<file path="config.mk">
export PLATFORM = sky130hd
export DESIGN_NAME = i2c_poll_sequencer
export DESIGN_NICKNAME = d
export VERILOG_FILES = /design/src/rtl/i2c_poll_sequencer.sv
export SDC_FILE = /design/constraint.sdc
export NUM_CORES = 1
export LEC_CHECK = 0
export CAP_MARGIN = 10
export CORE_MARGIN = 3
export CORE_UTILIZATION = 50
export DETAILED_ROUTE_END_ITERATION = 10
export DONT_BUFFER_PORTS = 1
export GPL_ROUTABILITY_DRIVEN = 0
export PLACE_DENSITY = 0.62
export SETUP_SLACK_MARGIN = 0.2
export SYNTH_ARGS = -nofsm -noshare
export SYNTH_HDL_FRONTEND = slang
export SYNTH_SLANG_ARGS = --single-unit
</file>
<file path="constraint.sdc">
create_clock -name clock -period 24.3 [get_ports clock]
set_input_delay 3.645 -clock clock [delete_from_list [all_inputs] [get_ports clock]]
set_output_delay 3.645 -clock clock [all_outputs]
set_load 0.02 [all_outputs]
</file>
<file path="src/rtl/i2c_poll_sequencer.sv">
// Autonomous I2C sensor poller: walks enabled slots each round, drives i2c_master control, shadows results for Avalon reads.
// Optional interrupt output enabled by defining I2C_POLL_SEQUENCER_IRQ_EN.
module i2c_poll_sequencer #(
    parameter int NUM_SLOTS      = 4,
    parameter int DEFAULT_PERIOD = 500000,
    parameter int TIMEOUT_CYCLES = 2000000
) (
    input  logic        clock,
    input  logic        reset,
    input  logic [3:0]  address,
    input  logic        write,
    input  logic [31:0] writedata,
    input  logic        read,
    output logic [31:0] readdata,
    output logic        waitrequest,
    output logic        i2c_ena,
    output logic [6:0]  i2c_addr,
    output logic        i2c_rw,
    output logic [31:0] i2c_data_wr,
    output logic [7:0]  i2c_number_of_bytes,
    output logic        i2c_read_only,
    input  logic        i2c_busy,
    input  logic        i2c_ack_error,
    input  logic [31:0] i2c_data_rd,
    input  logic [7:0]  i2c_byte_counter,
`ifdef I2C_POLL_SEQUENCER_IRQ_EN
    output logic        irq,
`endif
    input  logic        i2c_fifo_write_ack
);

    typedef enum logic [2:0] {IDLE, WAIT_PERIOD, SELECT, START, XFER, DRAIN, STORE} state_t;

    localparam logic [31:0] TMO_LIMIT   = 32'(TIMEOUT_CYCLES);
    localparam logic [31:0] PERIOD_INIT = 32'(DEFAULT_PERIOD);
    localparam logic [3:0]  SLOT_MASK   = 4'((1 << NUM_SLOTS) - 1);

    state_t      state_q, state_d;
    logic        run_q, run_d, single_q, single_d;
    logic [31:0] period_q, period_d;
    logic        ack_err_q, ack_err_d, timeout_q, timeout_d;
    logic [7:0]  err_cnt_q, err_cnt_d;
    logic [3:0]  slot_en_q, slot_en_d;
    logic [18:0] slot_cfg_q [4];
    logic [18:0] slot_cfg_d [4];
    logic [31:0] slot_data_q [4];
    logic [31:0] slot_data_d [4];
    logic [31:0] round_cnt_q, round_cnt_d;
    logic [2:0]  slot_q, slot_d;
    logic [31:0] period_cnt_q, period_cnt_d;
    logic [31:0] tmo_cnt_q, tmo_cnt_d;
    logic [31:0] hold_q, hold_d;
    logic        captured_q, captured_d, ack_seen_q, ack_seen_d;
    logic        tmo_hit_q, tmo_hit_d, xact_q, xact_d, fifo_ack_q;
    logic        ena_q, ena_d, rw_q, rw_d;
    logic [6:0]  addr_q, addr_d;
    logic [7:0]  ptr_q, ptr_d;
    logic [2:0]  nbytes_q, nbytes_d;
`ifdef I2C_POLL_SEQUENCER_IRQ_EN
    logic        irq_en_q, irq_en_d, round_done_q, round_done_d, irq_q, irq_d;
`endif

    logic        wr_ctrl, slot_ok, fifo_rise, err_inc;
    logic [1:0]  sidx;
    logic [2:0]  nb_raw;
    logic [31:0] period_load;
    logic        unused_read;

    assign unused_read = read;
    assign wr_ctrl     = write && (address == 4'd0);
    assign slot_ok     = int'(address[1:0]) < NUM_SLOTS;
    assign sidx        = slot_q[1:0];
    assign fifo_rise   = i2c_fifo_write_ack && !fifo_ack_q;
    assign period_load = (period_q == 32'd0) ? 32'd1 : period_q;

    always_comb begin
        // NOTE: every _d starts as its _q, so no path through this block can infer a latch.
        state_d      = state_q;
        run_d        = run_q;
        single_d     = single_q;
        period_d     = period_q;
        ack_err_d    = ack_err_q;
        timeout_d    = timeout_q;
        err_cnt_d    = err_cnt_q;
        slot_en_d    = slot_en_q;
        slot_cfg_d   = slot_cfg_q;
        slot_data_d  = slot_data_q;
        round_cnt_d  = round_cnt_q;
        slot_d       = slot_q;
        period_cnt_d = period_cnt_q;
        tmo_cnt_d    = tmo_cnt_q;
        hold_d       = hold_q;
        captured_d   = captured_q;
        ack_seen_d   = ack_seen_q;
        tmo_hit_d    = tmo_hit_q;
        xact_d       = xact_q;
        ena_d        = ena_q;
        rw_d         = rw_q;
        addr_d       = addr_q;
        ptr_d        = ptr_q;
        nbytes_d     = nbytes_q;
        nb_raw       = slot_cfg_q[sidx][18:16];
        err_inc      = 1'b0;
`ifdef I2C_POLL_SEQUENCER_IRQ_EN
        irq_en_d     = irq_en_q;
        round_done_d = round_done_q;
        irq_d        = irq_en_q && (round_done_q || ack_err_q || timeout_q);
`endif

        // Software writes come first so hardware sets below win a same-cycle race.
        if (write) begin
            case (address)
                4'd0: begin
                    run_d    = writedata[0];
                    single_d = writedata[1];
`ifdef I2C_POLL_SEQUENCER_IRQ_EN
                    irq_en_d = writedata[2];
`endif
                end
                4'd1: period_d = writedata;
                4'd2: begin
                    if (writedata[1])  ack_err_d = 1'b0;
                    if (writedata[2])  timeout_d = 1'b0;
                    if (writedata[16]) err_cnt_d = 8'd0;
`ifdef I2C_POLL_SEQUENCER_IRQ_EN
                    if (writedata[3])  round_done_d = 1'b0;
`endif
                end
                4'd3: slot_en_d = writedata[3:0] & SLOT_MASK;
                4'd4, 4'd5, 4'd6, 4'd7:
                    if (slot_ok) slot_cfg_d[address[1:0]] = {writedata[18:8], 1'b0, writedata[6:0]};
                default: ;
            endcase
        end

        if (state_q != IDLE) period_cnt_d = (period_cnt_q != 32'd0) ? period_cnt_q - 32'd1 : 32'd0;

        case (state_q)
            IDLE: begin
                if (run_q || single_q) begin
                    period_cnt_d = period_load;
                    slot_d       = 3'd0;
                    xact_d       = 1'b0;
                    state_d      = SELECT;
                end
            end
            // period_cnt counts the cycles left in the round including this one.
            WAIT_PERIOD: begin
                if (!run_q) begin
                    state_d = IDLE;
                end else if (period_cnt_q <= 32'd1) begin
                    period_cnt_d = period_load;
                    slot_d       = 3'd0;
                    xact_d       = 1'b0;
                    state_d      = SELECT;
                end
            end
            SELECT: begin
                if (int'(slot_q) >= NUM_SLOTS) begin
                    if (xact_q) round_cnt_d = round_cnt_q + 32'd1;
                    single_d = wr_ctrl && writedata[1];
`ifdef I2C_POLL_SEQUENCER_IRQ_EN
                    round_done_d = 1'b1;
`endif
                    state_d = run_q ? WAIT_PERIOD : IDLE;
                end else if (slot_en_q[sidx]) begin
                    state_d = START;
                end else begin
                    slot_d = slot_q + 3'd1;
                end
            end
            START: begin
                addr_d     = slot_cfg_q[sidx][6:0];
                ptr_d      = slot_cfg_q[sidx][15:8];
                nbytes_d   = (nb_raw == 3'd0) ? 3'd1 : (nb_raw > 3'd4) ? 3'd4 : nb_raw;
                rw_d       = 1'b1;
                ena_d      = 1'b1;
                tmo_cnt_d  = 32'd1;
                captured_d = 1'b0;
                ack_seen_d = 1'b0;
                tmo_hit_d  = 1'b0;
                xact_d     = 1'b1;
                state_d    = XFER;
            end
            XFER, DRAIN: begin
                tmo_cnt_d = tmo_cnt_q + 32'd1;
                if (fifo_rise) begin
                    hold_d     = i2c_data_rd;
                    captured_d = 1'b1;
                end
                if (tmo_cnt_q >= TMO_LIMIT) begin
                    ena_d     = 1'b0;
                    timeout_d = 1'b1;
                    err_inc   = 1'b1;
                    tmo_hit_d = 1'b1;
                    state_d   = STORE;
                end else if (state_q == XFER) begin
                    if (i2c_byte_counter >= {5'd0, nbytes_q}) begin
                        ena_d   = 1'b0;
                        state_d = DRAIN;
                    end
                end else if (!i2c_busy) begin
                    // The master holds its NACK flag once idle, so sample it here.
                    ack_seen_d = i2c_ack_error;
                    state_d    = STORE;
                end
            end
            STORE: begin
                if (!tmo_hit_q) begin
                    if (ack_seen_q) begin
                        ack_err_d = 1'b1;
                        err_inc   = 1'b1;
                    end else if (captured_q) begin
                        slot_data_d[sidx] = hold_q;
                    end
                end
                slot_d  = slot_q + 3'd1;
                state_d = SELECT;
            end
            default: state_d = IDLE;
        endcase

        if (err_inc && err_cnt_d != 8'hFF) err_cnt_d = err_cnt_d + 8'd1;
    end

    always_ff @(posedge clock or posedge reset) begin
        if (reset) begin
            state_q      <= IDLE;
            run_q        <= 1'b0;
            single_q     <= 1'b0;
            period_q     <= PERIOD_INIT;
            ack_err_q    <= 1'b0;
            timeout_q    <= 1'b0;
            err_cnt_q    <= 8'd0;
            slot_en_q    <= 4'd0;
            // NOTE: the slot tables are a handful of flops that software reads back, so they are reset like any register.
            for (int i = 0; i < 4; i++) begin
                slot_cfg_q[i]  <= '0;
                slot_data_q[i] <= '0;
            end
            round_cnt_q  <= 32'd0;
            slot_q       <= 3'd0;
            period_cnt_q <= 32'd0;
            tmo_cnt_q    <= 32'd0;
            hold_q       <= 32'd0;
            captured_q   <= 1'b0;
            ack_seen_q   <= 1'b0;
            tmo_hit_q    <= 1'b0;
            xact_q       <= 1'b0;
            fifo_ack_q   <= 1'b0;
            ena_q        <= 1'b0;
            rw_q         <= 1'b0;
            addr_q       <= 7'd0;
            ptr_q        <= 8'd0;
            nbytes_q     <= 3'd0;
`ifdef I2C_POLL_SEQUENCER_IRQ_EN
            irq_en_q     <= 1'b0;
            round_done_q <= 1'b0;
            irq_q        <= 1'b0;
`endif
        end else begin
            // NOTE: non-blocking assignments only, so every flop samples the pre-edge value of the others.
            state_q      <= state_d;
            run_q        <= run_d;
            single_q     <= single_d;
            period_q     <= period_d;
            ack_err_q    <= ack_err_d;
            timeout_q    <= timeout_d;
            err_cnt_q    <= err_cnt_d;
            slot_en_q    <= slot_en_d;
            slot_cfg_q   <= slot_cfg_d;
            slot_data_q  <= slot_data_d;
            round_cnt_q  <= round_cnt_d;
            slot_q       <= slot_d;
            period_cnt_q <= period_cnt_d;
            tmo_cnt_q    <= tmo_cnt_d;
            hold_q       <= hold_d;
            captured_q   <= captured_d;
            ack_seen_q   <= ack_seen_d;
            tmo_hit_q    <= tmo_hit_d;
            xact_q       <= xact_d;
            fifo_ack_q   <= i2c_fifo_write_ack;
            ena_q        <= ena_d;
            rw_q         <= rw_d;
            addr_q       <= addr_d;
            ptr_q        <= ptr_d;
            nbytes_q     <= nbytes_d;
`ifdef I2C_POLL_SEQUENCER_IRQ_EN
            irq_en_q     <= irq_en_d;
            round_done_q <= round_done_d;
            irq_q        <= irq_d;
`endif
        end
    end

    always_comb begin
        readdata = 32'hDEAD_BEEF;
        case (address)
            4'd0: begin
                readdata    = {30'd0, single_q, run_q};
`ifdef I2C_POLL_SEQUENCER_IRQ_EN
                readdata[2] = irq_en_q;
`endif
            end
            4'd1: readdata = period_q;
            4'd2: begin
                readdata = {16'd0, err_cnt_q, 5'd0, timeout_q, ack_err_q, state_q != IDLE};
`ifdef I2C_POLL_SEQUENCER_IRQ_EN
                readdata[3] = round_done_q;
`endif
            end
            4'd3: readdata = {28'd0, slot_en_q};
            4'd4, 4'd5, 4'd6, 4'd7: readdata = slot_ok ? {13'd0, slot_cfg_q[address[1:0]]} : 32'd0;
            4'd8, 4'd9, 4'd10, 4'd11: readdata = slot_ok ? slot_data_q[address[1:0]] : 32'd0;
            4'd12: readdata = round_cnt_q;
            default: ;
        endcase
    end

    assign waitrequest         = 1'b0;
    assign i2c_ena             = ena_q;
    assign i2c_addr            = addr_q;
    assign i2c_rw              = rw_q;
    assign i2c_data_wr         = {24'd0, ptr_q};
    assign i2c_number_of_bytes = {5'd0, nbytes_q};
    assign i2c_read_only       = 1'b0;
`ifdef I2C_POLL_SEQUENCER_IRQ_EN
    assign irq                 = irq_q;
`endif

endmodule

</file>
==> results of run 1 <==
==> critical path: cells and delay by family <==
kind	cells	cell delay, ns
simple gates	2	0.95
compound gates	2	0.82
==> cells by family (layout without fill, tap and decap cells) <==
group | after synthesis | count (layout)
other cells | 1 | 31
fa+ha+maj | 14 | 14
mux | 391 | 391
flops | 407 | 407
xor+xnor | 43 | 43
simple gates | 388 | 388
buf+inv | 137 | 122
compound gates | 217 | 217
==> flip-flops by register name (all words and copies together), names as in the netlist, 8 cells and up <==
signal / cells
period_cnt_q: 32
period_q: 32
tmo_cnt_q: 32
ptr_q: 8
slot_data_q: 128
slot_cfg_q: 72
hold_q: 32
round_cnt_q: 32
err_cnt_q: 8
==> power by group <==
part,switching [mW],total [mW],internal (mW)
Combinational,0.258,0.540,0.282
Clock,0.284,0.714,0.430
Sequential,0.188,1.04,0.851
Total,0.730,2.29,1.56
==> placed cells by master (no fill, tap or decap), drive strengths merged, types with 13 or more instances in the layout <==
master and count:
nand2 106, dfrtp 400, mux4 73, mux2 294, o2bb2ai 14, ha 14
and3 15, nand4 17, xnor2 29, nor2b 13, clkbuf 66, o21ai 37
a21o 14, a21oi 40, mux2i 24, nand3 46, buf 23, nor3 23
nor4 26, xor2 14, o211ai 14, and2 13, conb 31, nor2 67
or3 15, inv 19
==> area by class of cell <==
class	count	share of cell area, %
inverter	17	0.323
tap	518	2.93
clock inverter	16	1.03
clock buffer	66	6.09
multi-input combinational	1084	42.6
timing repair buffer	23	0.872
sequential	407	46.1
==> worst max path at each step <==
stage,from,end,slack [ns]
detailed placement,address[3],readdata[4],15.22
CTS,address[3],readdata[4],15.22
floorplan,reset,ack_err_q,9.34
global placement,address[3],readdata[4],15.21
finish,address[2],readdata[4],15.20
global route,address[2],readdata[4],15.06
==> routing by layer <==
metal / part of all wire [%] / up-vias / GRT usage (%) / wire length, µm
li1: - / 5869 / - / -
met1: 43 / 6668 / 32.3 / 21500
met2: 48 / 300 / 37.9 / 23500
met3: 6.9 / 65 / 6.38 / 3420
met4: 2.2 / 0 / 5.89 / 1090
met5: 0 / - / 0 / 0
==> metrics by stage <==
stage                     area, µm²  hold WS [ns]  worst slack [ns]
after global routing          22100         0.498             15.06
after CTS                     22100         0.480             15.22
after detailed placement      20500         0.464             15.22
after floorplan               20200         0.441              9.34
after global placement        20500         0.455             15.21
final                         22100         0.477             15.20
==> results.py, run 1 <==
metrics = {
    "synth": {
        "synth-warning-count": 0,
        "synthesis.instances": 1598,
        "yosysTopAreaCell": "dfrtp_1",
        "synth_cell_types": 68,
        "synthAdderAreaFrac_pct": 0.871,
        "synth.most_common_cell": "dfrtp_1",
        "muxShareOfSynthArea_pct": 25.8,
        "synth-compound-area-share_pct": 7.70,
        "synth_common_cells": "400 x dfrtp_1, 294 x mux2_2, 106 x nand2_1, 73 x mux4_2, 66 x nor2_1",
        "synth_area_leaders": "dfrtp_1 50%, mux2_2 16%, mux4_2 8.2%",
        "synth_top_family_by_area": "multiplexers",
        "syn_avg_cell_area_um2": 12.6,
        "synth-seq-cells": 407,
        "ys.flop_type": "dfrtp_1",
        "synth.yosys.seq_area_share_pct": 50.7,
        "async_flop_share_pct": 100,
        "synth-xor-area-share_pct": 1.87,
        "synth_top_area_share_pct": 49.7,
        "synth-edff-count": 0,
        "synthSimpleGateAreaFrac_pct": 9.84,
        "syn-cell-area_um2": 20100,
    },
    "outcome": {
        "outcome": "finished clean",
    },
    "floorplan": {
        "die_area_um2": 42700,
        "start_util_pct": 51.3,
        "die_h_um": 207,
        "core-area_um2": 39200,
        "die_x_um": 207,
        "io_pins": 166,
        "fp-row-count": 72,
    },
    "cells_and_area": {
        "drive_gt1_share_pct": 30.8,
        "multi_input_area_um2": 9420,
        "fin_nets": 1676,
        "fin_util_pct": 56.4,
        "n_fill_cell": 3204,
        "syn2layout_area_growth_pct": 9.86,
        "ff_latch_area_um2": 10200,
        "final_cells": 2131,
        "diodes": 0,
    },
    "cts": {
        "clk_pin_slew_ns": 0.05,
        "cts_buffers": 46,
        "clock_latency_ns": 0.58,
        "clock-sinks": 407,
        "ctsHoldBuffers": 0,
        "htree_levels": 2,
        "cts_setup_buffers": 0,
        "cts_root_buf": "clkbuf_16",
        "clk_path_buf_depth": 3,
        "cts_tree": "built",
        "postCtsResizedCells": 0,
    },
    "setup_path": {
        "path_cells": "and2_1 > nor2b_1 > a32oi_1 > o21ai_0",
        "worstPathRequired_ns": 20.65,
        "worst-r2r-cell-count": 7,
        "cp.arrival_ns": 5.45,
        "start_kind": "primary input",
        "r2r_slack_ns": 20.37,
        "r2r-end": "period_cnt_q[20]",
        "cp_slowest_cell": "o21ai_0",
        "slowest_delay_ns": 0.75,
        "crit_path_max_fanout": 49,
        "r2r-start": "period_cnt_q[24]",
        "critPathKind": "in2out",
        "cp-end-kind": "output pin",
    },
    "pwr": {
        "vdd_drop_max_uv": 73.6,
        "power_density_nw_per_um2": 104,
        "power_mw": 2.29,
        "power.leakage_nw": 9.85,
    },
    "global_routing": {
        "grt_max_degree": 128,
        "grt_pass1_wl_mm": 77.3,
        "grt.total_usage_pct": 23.6,
        "grt_remaining_overflow": 0,
        "antenna_found_initial": 0,
        "first_global_vias": 13100,
    },
    "place": {
        "dp_hpwl_mm": 33.6,
        "portBuffers": 0,
        "dp.cells": 2048,
    },
    "detailed_routing": {
        "drcViolationCount": 0,
        "wl_per_cell_um": 23.2,
        "vias": 12900,
        "drt_pass1_iterations": 5,
        "wirelength_mm": 49.5,
        "ant_nets": 0,
        "drt_iter0_drc": 888,
        "routed_via_density": 6.05,
    },
    "hold_path": {
        "hold-path-cell-count": 1,
        "min_from": "tmo_cnt_q[31]",
        "min_to": "tmo_cnt_q[31]",
        "hold_path.class": "reg2reg",
    },
    "flow_run": {
        "maxCapViolCount": 0,
    },
    "timing": {
        "relSlewSlack_pct": 21.0,
        "timing.fmax_mhz": 110,
        "min_period_over_period_pct": 37.4,
        "slew_viol_final": 0,
        "fin_setup_tns_ns": 0,
        "worst_pin_slew_ns": 1.18,
        "finalSetupViolCount": 0,
        "rsz0062_at_grt": "no",
        "hold_violations": 0,
        "period_minus_slack_ns": 9.10,
        "finalClockSkew_ns": 0.0103,
    },
}
Note: power is estimated with default switching activity, not from simulation.
==> inputs of run 2 (changes only) <==
--- a/config.mk
+++ b/config.mk
@@ -11,7 +11,7 @@
 export DETAILED_ROUTE_END_ITERATION = 10
 export DONT_BUFFER_PORTS = 1
 export GPL_ROUTABILITY_DRIVEN = 0
-export PLACE_DENSITY = 0.62
+export PLACE_DENSITY = 0.65
 export SETUP_SLACK_MARGIN = 0.2
 export SYNTH_ARGS = -nofsm -noshare
 export SYNTH_HDL_FRONTEND = slang
==> constraint.sdc (replaced) <==
create_clock -name clock -period 8.2 [get_ports clock]
set_input_delay 1.23 -clock clock [delete_from_list [all_inputs] [get_ports clock]]
set_output_delay 1.23 -clock clock [all_outputs]
set_load 0.02 [all_outputs]
==> run 2 against run 1 <==
  * Non-clock buffer count stayed put
  * Cell count stayed put
  * Critical path depth is 1 lower
  * Worst setup slack worse by 11 ns
  * Total power grew to 2.9 times the previous value
  * Global-route usage is 0.10 points higher
  * Utilization is 0.32 points lower
  * Count of clock-buffer cells in the layout is 4 higher
  * Critical endpoint is now readdata[2]
  * Die area stayed put
  * Via count is 1.5% higher
  * Largest cell class unchanged
  * Combinational power grew to 3.0 times the previous value
  * Clock power grew to 2.8 times the previous value
==> results.py, run 2 (synthesis gave the netlist of run 1 again) <==
metrics = {
    "global_routing": {
        "busiest_layer": "met2",
        "grt_remaining_overflow": 0,
        "antenna_found_initial": 2,
        "grt_max_degree": 173,
        "gr-usage-met1_pct": 32.5,
        "grt_pass1_wl_mm": 77.4,
        "grt.total_usage_pct": 23.7,
        "first_global_vias": 13000,
        "use_met2_pct": 37.1,
        "grtUsageMet3_pct": 6.55,
    },
    "cts": {
        "ctsHoldBuffers": 0,
        "clock_latency_ns": 0.58,
        "clk_path_buf_depth": 3,
        "cts_buffers": 45,
        "postCtsResizedCells": 0,
        "cts_tree": "built",
        "clk_pin_slew_ns": 0.05,
        "clock-sinks": 407,
        "cts_root_buf": "clkbuf_16",
        "htree_levels": 2,
        "cts_setup_buffers": 0,
    },
    "timing": {
        "period_minus_slack_ns": 4.20,
        "fin_setup_tns_ns": 0,
        "finalWorstSetupSlack_ns": 4.00,
        "slew_viol_final": 0,
        "fin_hold_ws_ns": 0.471,
        "min_period_over_period_pct": 51.3,
        "finalClockSkew_ns": 0.0236,
        "relSlewSlack_pct": 24.2,
        "hold_violations": 0,
        "timing.fmax_mhz": 238,
        "worst_pin_slew_ns": 1.14,
        "finalSetupViolCount": 0,
        "rsz0062_at_grt": "no",
    },
    "pwr": {
        "power_density_nw_per_um2": 303,
        "power_mw": 6.66,
        "vdd_drop_max_uv": 215,
        "power.leakage_nw": 9.78,
    },
    "place": {
        "dp_hpwl_mm": 33.8,
        "pre_cts_ws_ns": 4.01,
        "portBuffers": 0,
    },
    "floorplan": {
        "fp-row-count": 72,
        "io_pins": 166,
        "die_area_um2": 42700,
        "start_util_pct": 51.3,
        "die_x_um": 207,
        "core-area_um2": 39200,
        "die_h_um": 207,
    },
    "setup_path": {
        "cp-end-kind": "output pin",
        "worstPathRequired_ns": 6.97,
        "worst-r2r-cell-count": 8,
        "cpLargestDelayFamily": "compound AO/OA/AOI/OAI gates",
        "cp_num_buf_inv": 0,
        "critPathKind": "in2out",
        "cp.arrival_ns": 2.97,
        "start_kind": "primary input",
        "r2r_slack_ns": 4.59,
        "r2r-end": "period_cnt_q[10]",
        "slowest_delay_ns": 0.77,
        "path_cells": "nor3_1 > a21oi_1 > o2111ai_1",
        "crit_path_max_fanout": 83,
        "cp_slowest_cell": "o2111ai_1",
        "r2r-start": "period_cnt_q[24]",
    },
    "detailed_routing": {
        "vias": 13100,
        "wl_per_cell_um": 23.7,
        "routed_via_density": 6.15,
        "wirelength_mm": 50.5,
        "drt_iter0_drc": 1085,
        "drt_pass1_iterations": 5,
        "drcViolationCount": 0,
        "ant_nets": 0,
    },
    "cells_and_area": {
        "syn2layout_area_growth_pct": 9.23,
        "diodes": 0,
        "fin_nets": 1675,
        "drive_gt1_share_pct": 30.4,
        "n_fill_cell": 3236,
        "final_cell_mix": "400 x dfrtp_1, 294 x mux2_2, 106 x nand2_1",
        "regMostFlops": "slot_data_q",
        "top_regs": "slot_data_q x128, slot_cfg_q x72",
        "largest_reg_flops": 128,
        "layout_commonest_cell": "dfrtp_1",
    },
    "hold_path": {
        "min_from": "captured_q",
        "min_to": "captured_q",
        "hold_path.class": "reg2reg",
        "hold-path-cell-count": 1,
    },
    "outcome": {
        "outcome": "finished clean",
    },
    "flow_run": {
        "maxCapViolCount": 0,
    },
}
-- run 2: cell types whose count changed in the layout (fill, tap and decap cells not counted), sizes merged --
cell      delta
bufinv       -3
clkbuf       +4
clkinv       -1
clkinvlp     +2
inv          -2
-- run 2: layout make-up --
class / count / area, µm² / area share [%]
Inverter: 17 / 67.6 / 0.307
Tap cell: 518 / 648 / 2.95
Clock buffer: 70 / 1340 / 6.10
Timing Repair Buffer: 23 / 198 / 0.899
Multi-Input combinational cell: 1084 / 9420 / 42.9
Sequential cell: 407 / 10200 / 46.4
Clock inverter: 12 / 106 / 0.484
-- run 2: per-layer routing --
metal	vias up	share of wire, %
li1	5857	-
met1	6802	43
met2	350	47
met3	86	7.3
met4	4	2.8
met5	-	0.042
-- run 2: worst reg2reg max path: stages, from the launching register on --
cell	delay, ns
dfrtp_1	0.44
or4_4	0.58
or4_4	0.47
nor4_2	0.29
buf_4	0.24
a21oi_1	0.27
nor3_2	0.68
buf_4	0.36
a221o_1	0.21
-- run 2: how the worst max path moves through the flow --
| stage | startpoint | end | slack [ns] | cells after the start |
|---|---|---|---|---|
| 2_1_floorplan | reset | ack_err_q | 1.49 | 1 |
| 4_1_cts | address[2] | readdata[4] | 4.01 | 4 |
| 3_5_place_dp | address[2] | readdata[4] | 4.01 | 4 |
| 3_3_place_gp | address[3] | readdata[4] | 4.02 | 4 |
| 5_1_grt | address[3] | readdata[4] | 3.81 | 4 |
| 6_report | address[0] | readdata[2] | 4.00 | 3 |
-- run 2: where the power goes --
part / leakage, nW / total [mW] / switching [mW] / internal (mW)
clock network: 0.712 / 1.97 / 0.816 / 1.16
registers: 5.31 / 3.08 / 0.557 / 2.52
logic: 3.77 / 1.61 / 0.785 / 0.827
-- run 2: through the flow --
step                cell area, µm²  cells  util, %
floorplan                    20200   1628        -
global placement             20500   2049     52.4
detailed placement           20500   2049     52.4
CTS                          22000   2131     56.1
global route                 22000   2131     56.1
finish                       22000   2131     56.1
